### config.mk
export PLATFORM = sky130hd
export DESIGN_NAME = display_scan_ctrl
export DESIGN_NICKNAME = d
export VERILOG_FILES = /design/src/rtl/disp_pkg.sv /design/src/rtl/scan_tick_gen.sv /design/src/rtl/display_scan_ctrl.sv
export SDC_FILE = /design/constraint.sdc
export NUM_CORES = 1
export LEC_CHECK = 0
export ABC_CLOCK_PERIOD_IN_PS = 4600
export BUFFER_PORTS_ARGS = -buffer_cell sky130_fd_sc_hd__buf_2
export CAP_MARGIN = 25
export CELL_PAD_IN_SITES_DETAIL_PLACEMENT = 1
export CELL_PAD_IN_SITES_GLOBAL_PLACEMENT = 1
export CORE_ASPECT_RATIO = 1.5
export CORE_UTILIZATION = 48
export DETAILED_ROUTE_END_ITERATION = 6
export MAX_ROUTING_LAYER = met4
export PLACE_DENSITY = 0.8
export SYNTH_ARGS = -nofsm -noshare
export SYNTH_HDL_FRONTEND = slang
export SYNTH_SLANG_ARGS = --single-unit
### constraint.sdc
create_clock -name clk -period 4.6 [get_ports clk]
set_clock_uncertainty 0.1 [all_clocks]
set_input_delay 0 -clock clk [delete_from_list [all_inputs] [get_ports clk]]
set_output_delay 0 -clock clk [all_outputs]
set_load 0.01 [all_outputs]
### src/rtl/disp_pkg.sv
// Shared definitions for the display scan blocks: default brightness width,
// digit index type and the anode polarity helper.
package disp_pkg;

   localparam int unsigned BRIGHT_W_DEF = 4;
   localparam int unsigned MAX_DIGITS   = 32;
   localparam int unsigned DIGIT_IDX_W  = 5;

   typedef logic [DIGIT_IDX_W-1:0] digit_idx_t;

   // One-hot anode word for digit idx, inverted for active-low anodes.
   // Callers truncate the result to their own digit count.
   function automatic logic [MAX_DIGITS-1:0] onehot_anode(input digit_idx_t idx,
                                                         input logic       active_low);
      logic [MAX_DIGITS-1:0] v;
      v = MAX_DIGITS'(1) << idx;
      return active_low ? ~v : v;
   endfunction

endpackage

### src/rtl/scan_tick_gen.sv
// Dwell counter for one scan slot with slot start/end ticks.
// Ports:
//   clk, rst      clock and synchronous active-low reset
//   en            count enable; 0 freezes the counter
//   cnt           current position inside the slot, 0..DWELL_CYCLES-1
//   slot_start_c  combinational: enabled cycle with cnt==0
//   slot_end_c    combinational: enabled cycle with cnt==DWELL_CYCLES-1
module scan_tick_gen #(
   parameter int unsigned DWELL_CYCLES = 80000
) (
   input  logic                            clk,
   input  logic                            rst,
   input  logic                            en,
   output logic [$clog2(DWELL_CYCLES)-1:0] cnt,
   output logic                            slot_start_c,
   output logic                            slot_end_c
);

   localparam int unsigned CNT_W = $clog2(DWELL_CYCLES);

   logic [CNT_W-1:0] cnt_d;

   assign slot_start_c = en && (cnt == '0);
   assign slot_end_c   = en && (cnt == CNT_W'(DWELL_CYCLES - 1));

   // Next count: hold while disabled, wrap at the end of the slot.
   always_comb begin
      cnt_d = cnt;
      if (en) begin
         cnt_d = slot_end_c ? '0 : cnt + CNT_W'(1);
      end
   end

   always_ff @(posedge clk) begin
      if (!rst) begin
         cnt <= '0;
      end else begin
         cnt <= cnt_d;
      end
   end

endmodule

### src/rtl/display_scan_ctrl.sv
// Multiplexed 7-segment / LED anode scanner with guard time, PWM brightness,
// per-digit blanking, enable/freeze and slot/frame strobes.
// Ports:
//   clk, rst      clock and synchronous active-low reset
//   en            scan enable; 0 freezes scan state and blanks the anodes
//   blank_mask    bit i set keeps digit i dark (latched at slot start)
//   brightness    PWM duty, 0 = off, all-ones = full (latched at slot start)
//   anode         one-hot anode drive, polarity set by AN_ACTIVE_LOW
//   digit_sel     index of the slot being shown, for the segment data mux
//   digit_strobe  one-cycle pulse on the first cycle of each slot
//   frame_done    one-cycle pulse on the first cycle of slot 0
module display_scan_ctrl
   import disp_pkg::*;
#(
   parameter int unsigned N_DIGITS      = 4,
   parameter int unsigned DWELL_CYCLES  = 80000,
   parameter int unsigned GUARD_CYCLES  = 2,
   parameter int unsigned BRIGHT_W      = BRIGHT_W_DEF,
   parameter bit          AN_ACTIVE_LOW = 1'b1
) (
   input  logic                        clk,
   input  logic                        rst,
   input  logic                        en,
   input  logic [N_DIGITS-1:0]         blank_mask,
   input  logic [BRIGHT_W-1:0]         brightness,
   output logic [N_DIGITS-1:0]         anode,
   output logic [$clog2(N_DIGITS)-1:0] digit_sel,
   output logic                        digit_strobe,
   output logic                        frame_done
);

   localparam int unsigned CNT_W   = $clog2(DWELL_CYCLES);
   localparam int unsigned DIG_W   = $clog2(N_DIGITS);
   localparam int unsigned PWM_MAX = (1 << BRIGHT_W) - 2;
   localparam logic [N_DIGITS-1:0] AN_OFF = {N_DIGITS{AN_ACTIVE_LOW}};

   // Reject parameter sets the scan cannot honour.
   if (GUARD_CYCLES + 1 >= DWELL_CYCLES) begin : g_bad_guard
      $error("display_scan_ctrl: GUARD_CYCLES must be < DWELL_CYCLES-1");
   end
   if (N_DIGITS < 2 || N_DIGITS > MAX_DIGITS) begin : g_bad_digits
      $error("display_scan_ctrl: N_DIGITS must be in 2..32");
   end

   logic [CNT_W-1:0]    cnt;
   logic                slot_start_c;
   logic                slot_end_c;

   logic [DIG_W-1:0]    digit,  digit_d;
   logic [BRIGHT_W-1:0] pwm,    pwm_d;
   logic [BRIGHT_W-1:0] b_q,    b_d;
   logic [N_DIGITS-1:0] mask_q, mask_d;

   logic [N_DIGITS-1:0] anode_d;
   logic [DIG_W-1:0]    sel_d;
   logic                strobe_d;
   logic                frame_d;
   logic                past_guard_c;
   logic                lit_c;

   scan_tick_gen #(
      .DWELL_CYCLES (DWELL_CYCLES)
   ) u_tick (
      .clk          (clk),
      .rst          (rst),
      .en           (en),
      .cnt          (cnt),
      .slot_start_c (slot_start_c),
      .slot_end_c   (slot_end_c)
   );

   // Next scan state and next output values.
   always_comb begin
      digit_d  = digit;
      pwm_d    = pwm;
      b_d      = b_q;
      mask_d   = mask_q;
      anode_d  = AN_OFF;
      sel_d    = digit;
      strobe_d = 1'b0;
      frame_d  = 1'b0;

      past_guard_c = (cnt >= CNT_W'(GUARD_CYCLES));
      // pwm never exceeds 2**BRIGHT_W-2, so an all-ones duty is always lit.
      lit_c = en && past_guard_c && !mask_q[digit] && (pwm < b_q);

      if (slot_start_c) begin
         b_d      = brightness;
         mask_d   = blank_mask;
         pwm_d    = '0;
         strobe_d = 1'b1;
         frame_d  = (digit == '0);
      end else if (en && past_guard_c) begin
         pwm_d = (pwm == BRIGHT_W'(PWM_MAX)) ? '0 : pwm + BRIGHT_W'(1);
      end

      if (slot_end_c) begin
         digit_d = (digit == DIG_W'(N_DIGITS - 1)) ? '0 : digit + DIG_W'(1);
      end

      if (lit_c) begin
         anode_d = N_DIGITS'(onehot_anode(digit_idx_t'(digit), AN_ACTIVE_LOW));
      end
   end

   // Scan state and output registers.
   always_ff @(posedge clk) begin
      if (!rst) begin
         digit        <= '0;
         pwm          <= '0;
         b_q          <= '0;
         mask_q       <= '0;
         anode        <= AN_OFF;
         digit_sel    <= '0;
         digit_strobe <= 1'b0;
         frame_done   <= 1'b0;
      end else begin
         digit        <= digit_d;
         pwm          <= pwm_d;
         b_q          <= b_d;
         mask_q       <= mask_d;
         anode        <= anode_d;
         digit_sel    <= sel_d;
         digit_strobe <= strobe_d;
         frame_done   <= frame_d;
      end
   end

endmodule

==> out/qor.csv <==
metric,value,unit
outcome,completed,
placer congestion estimate,0.8204,
"EDFF count, synth",0,
#FFs+latches synth,39,
internal power,0.4781,mW
GRT Resource Usage Total,0.2696,
Post-Synth Simple-Gate Area,0.2377,
Net Sw Frac,0.2695,
clock buffer depth,2,
Slew Limit Fails,0,
postcts setup bufs,0,
# diodes,0,
PortBufs,18,
Placed Instances,252,
CP max stage cell,o21ai_2,
Period minus WS final,2.103,ns
die span in y,79.07,µm
largest family of logic cells by synthesized area,simple AND/OR/NAND/NOR gates,
CTS Buf Count,5,
total wire length,4.959,mm
RSZ-0062 raised after global routing,false,
min-delay src,en,
critical path class,register to register,
final hold vios,0,
Worst setup EP type,register,
synthesis-to-layout area growth,15.54,%
final instance area,2196,µm²
mux contribution to synthesized area,0.01712,
synthesized area,1901,µm²
Synth Area in Compound Gates,0.1600,
Peak supply drop,0.3040,mV
Hold Slack,0.01461,ns
"Async S/R FF share, synth",0,
Final Instance Count excl. Fillers,269,
CTS tree,done,
Mapped Cells,198,
TritonRoute pass-1 iters,5,
nets,246,
critical path's top delay family,simple AND/OR/NAND/NOR gates,
Max-cap violations,0,
Final TNS setup,0,ns
largest net degree at the start of global routing,16,
Post-Synth Adder-Cell Area,0.06583,
P_sw,0.1764,mW
Setup WS pre-CTS,2.522,ns
Met3 Routed Length,94,µm
sum of buffers and inverters on the critical path,0,
Post-Route M1 WL,1.943,mm
core area,3716,µm²
"Reg clk slew, reported paths",0.09,ns
Synth Flop Type,dfxtp_1,
vias in the first global route,1647,
Rel. slew slack,0.5843,
half-perimeter wire length after placement,3.572,mm
uppermost layer routed,met4,
final total power,0.6545,mW
Slew @ Worst Pin,0.6235,ns
Crit Path Max Fanout,15,
Final ANT Viol Nets,0,
final worst setup slack,2.497,ns
clock sink total,39,
CP Launch Type,register,
total gr overflow,0,
"Seq/Total Area, Yosys",0.4108,
crit-path cells,"ha_1, and3_1, nand3_4, o21ai_2, nor2_1",
setup violators final,0,
fin util,0.5909,
XOR/XNOR Fraction of Synth Area,0.06452,
initial DRC count,36,
Die Wd,53.38,µm
worst skew pair latency,0.31,ns
worst hold path class,primary input to register,
CP peak stage delay,0.54,ns
Starting Density,0.5114,
Lkg Pwr,0.7895,nW
first-pass GRT wire length,7.907,mm
clock power share,0.377,
IO Pins,19,
period utilization,0.4571,
syn avg cell area,9.599,µm²
DP Area,2013,µm²
WP data arrival,2.17,ns
DR WL/cell,18.43,µm
CTS Root Buffer Type,clkbuf_8,
Fmax achieved,475.6,MHz
Logic pwr share,0.085,
Vias,1602,
CP required,4.66,ns
Mapped Nets,219,
initial antenna violation count,0,
DR WL met2,2.806,mm
Filler cells,438,
DIE AREA,4220,µm²
Row Count,27,
sequential share of power,0.538,
number of H-tree levels,2,
Yosys warnings,0,
share of layout cells above drive strength 1,0.1681,
Reg2Reg Launch Point,u_tick.cnt[1],
DRC errors left,0,
power per standard cell area,298.1,nW/µm²
Crit. Startpoint,u_tick.cnt[1],
vias per inst,5.955,
post-synth cell types,44,
==> Yosys cell counts (3+ instances only) <==
library cell  count  area, µm²
dfxtp_1          39      780.8
nor2_1           21      78.83
inv_1            14      52.55
ha_1             10      125.1
nand4_1          10      62.56
a21oi_1           9      45.04
a22o_1            8      70.07
xnor2_1           8      70.07
nand2_1           6      22.52
o211ai_1          6      45.04
xor2_1            6      52.55
nand3_1           5      25.02
buf_2             4      20.02
nor4_1            4      25.02
o21a_1            4      30.03
o21ai_0           4      20.02
clkbuf_1          3      11.26
nor3_1            3      15.01
o2111ai_1         3      26.28
==> layout by cell type (no fill, tap or decap), types with 8 or more instances in the layout <==
master	count
dlygate4sd3_1	9
nor2_1	21
nand4_1	10
a21oi_1	9
ha_1	10
buf_2	18
xnor2_1	8
inv_1	14
a22o_1	8
dfxtp_1	39
==> final timing paths <==
kind,endpoint,slack [ns],cells after the start
max,u_tick.cnt[6],2.50,5
min reg2reg,b_q[0],0.39,1
min,u_tick.cnt[1],0.01,3
max reg2reg,u_tick.cnt[6],2.50,5
==> flip-flops by register name, summed over array words and instances (netlist names) <==
register / flops
frame_done: 1
digit: 2
anode: 4
b_q: 4
mask_q: 4
digit_sel: 2
digit_strobe: 1
u_tick.cnt: 17
pwm: 4
==> final cells by class <==
| type | instances | area (µm²) | share of cell area |
|---|---|---|---|
| sequential | 39 | 780.7 | 0.3556 |
| inverter | 14 | 52.55 | 0.02393 |
| timing repair buffer | 27 | 180.2 | 0.08205 |
| clock inverter | 3 | 23.77 | 0.01083 |
| tap | 43 | 53.80 | 0.02450 |
| clock buffer | 5 | 68.82 | 0.03134 |
| multi-input combinational | 138 | 1036 | 0.4718 |
==> logic make-up after synthesis <==
group / Yosys count
buffers and inverters: 21
DFF: 39
AOI/OAI and AO/OA: 42
adders and majority gates: 10
muxes: 2
xor gates and xnor gates: 14
and+or+nand+nor: 70
==> worst min-delay path, delay by kind of cell <==
family	cells	cell delay [ns]
buffers and inverters	1	0.18
AO/OA/AOI/OAI	2	0.20
==> routing by layer <==
| layer | vias up | GRT usage |
|---|---|---|
| met5 | - | - |
| met4 | 0 | 0.1184 |
| met2 | 25 | 0.4850 |
| met3 | 11 | 0.04981 |
| li1 | 770 | - |
| met1 | 796 | 0.2694 |
==> power groups by stage <==
stage | Clock (mW) | Sequential, mW | Combinational (mW)
final | 0.246 | 0.352 | 0.0557
after global routing | 0.258 | 0.353 | 0.0608
after CTS | 0.250 | 0.352 | 0.0554
after detailed placement | 0 | 0.360 | 0.0494
after global placement | 0 | 0.359 | 0.0461
after floorplan | 0 | 0.358 | 0.0333
==> what timing repair did <==
item	in CTS	in global routing
endpoints found under the hold margin	11	0
gates resized for setup	0	0
hold buffers	9	0
(Power assumes the default switching activity.)
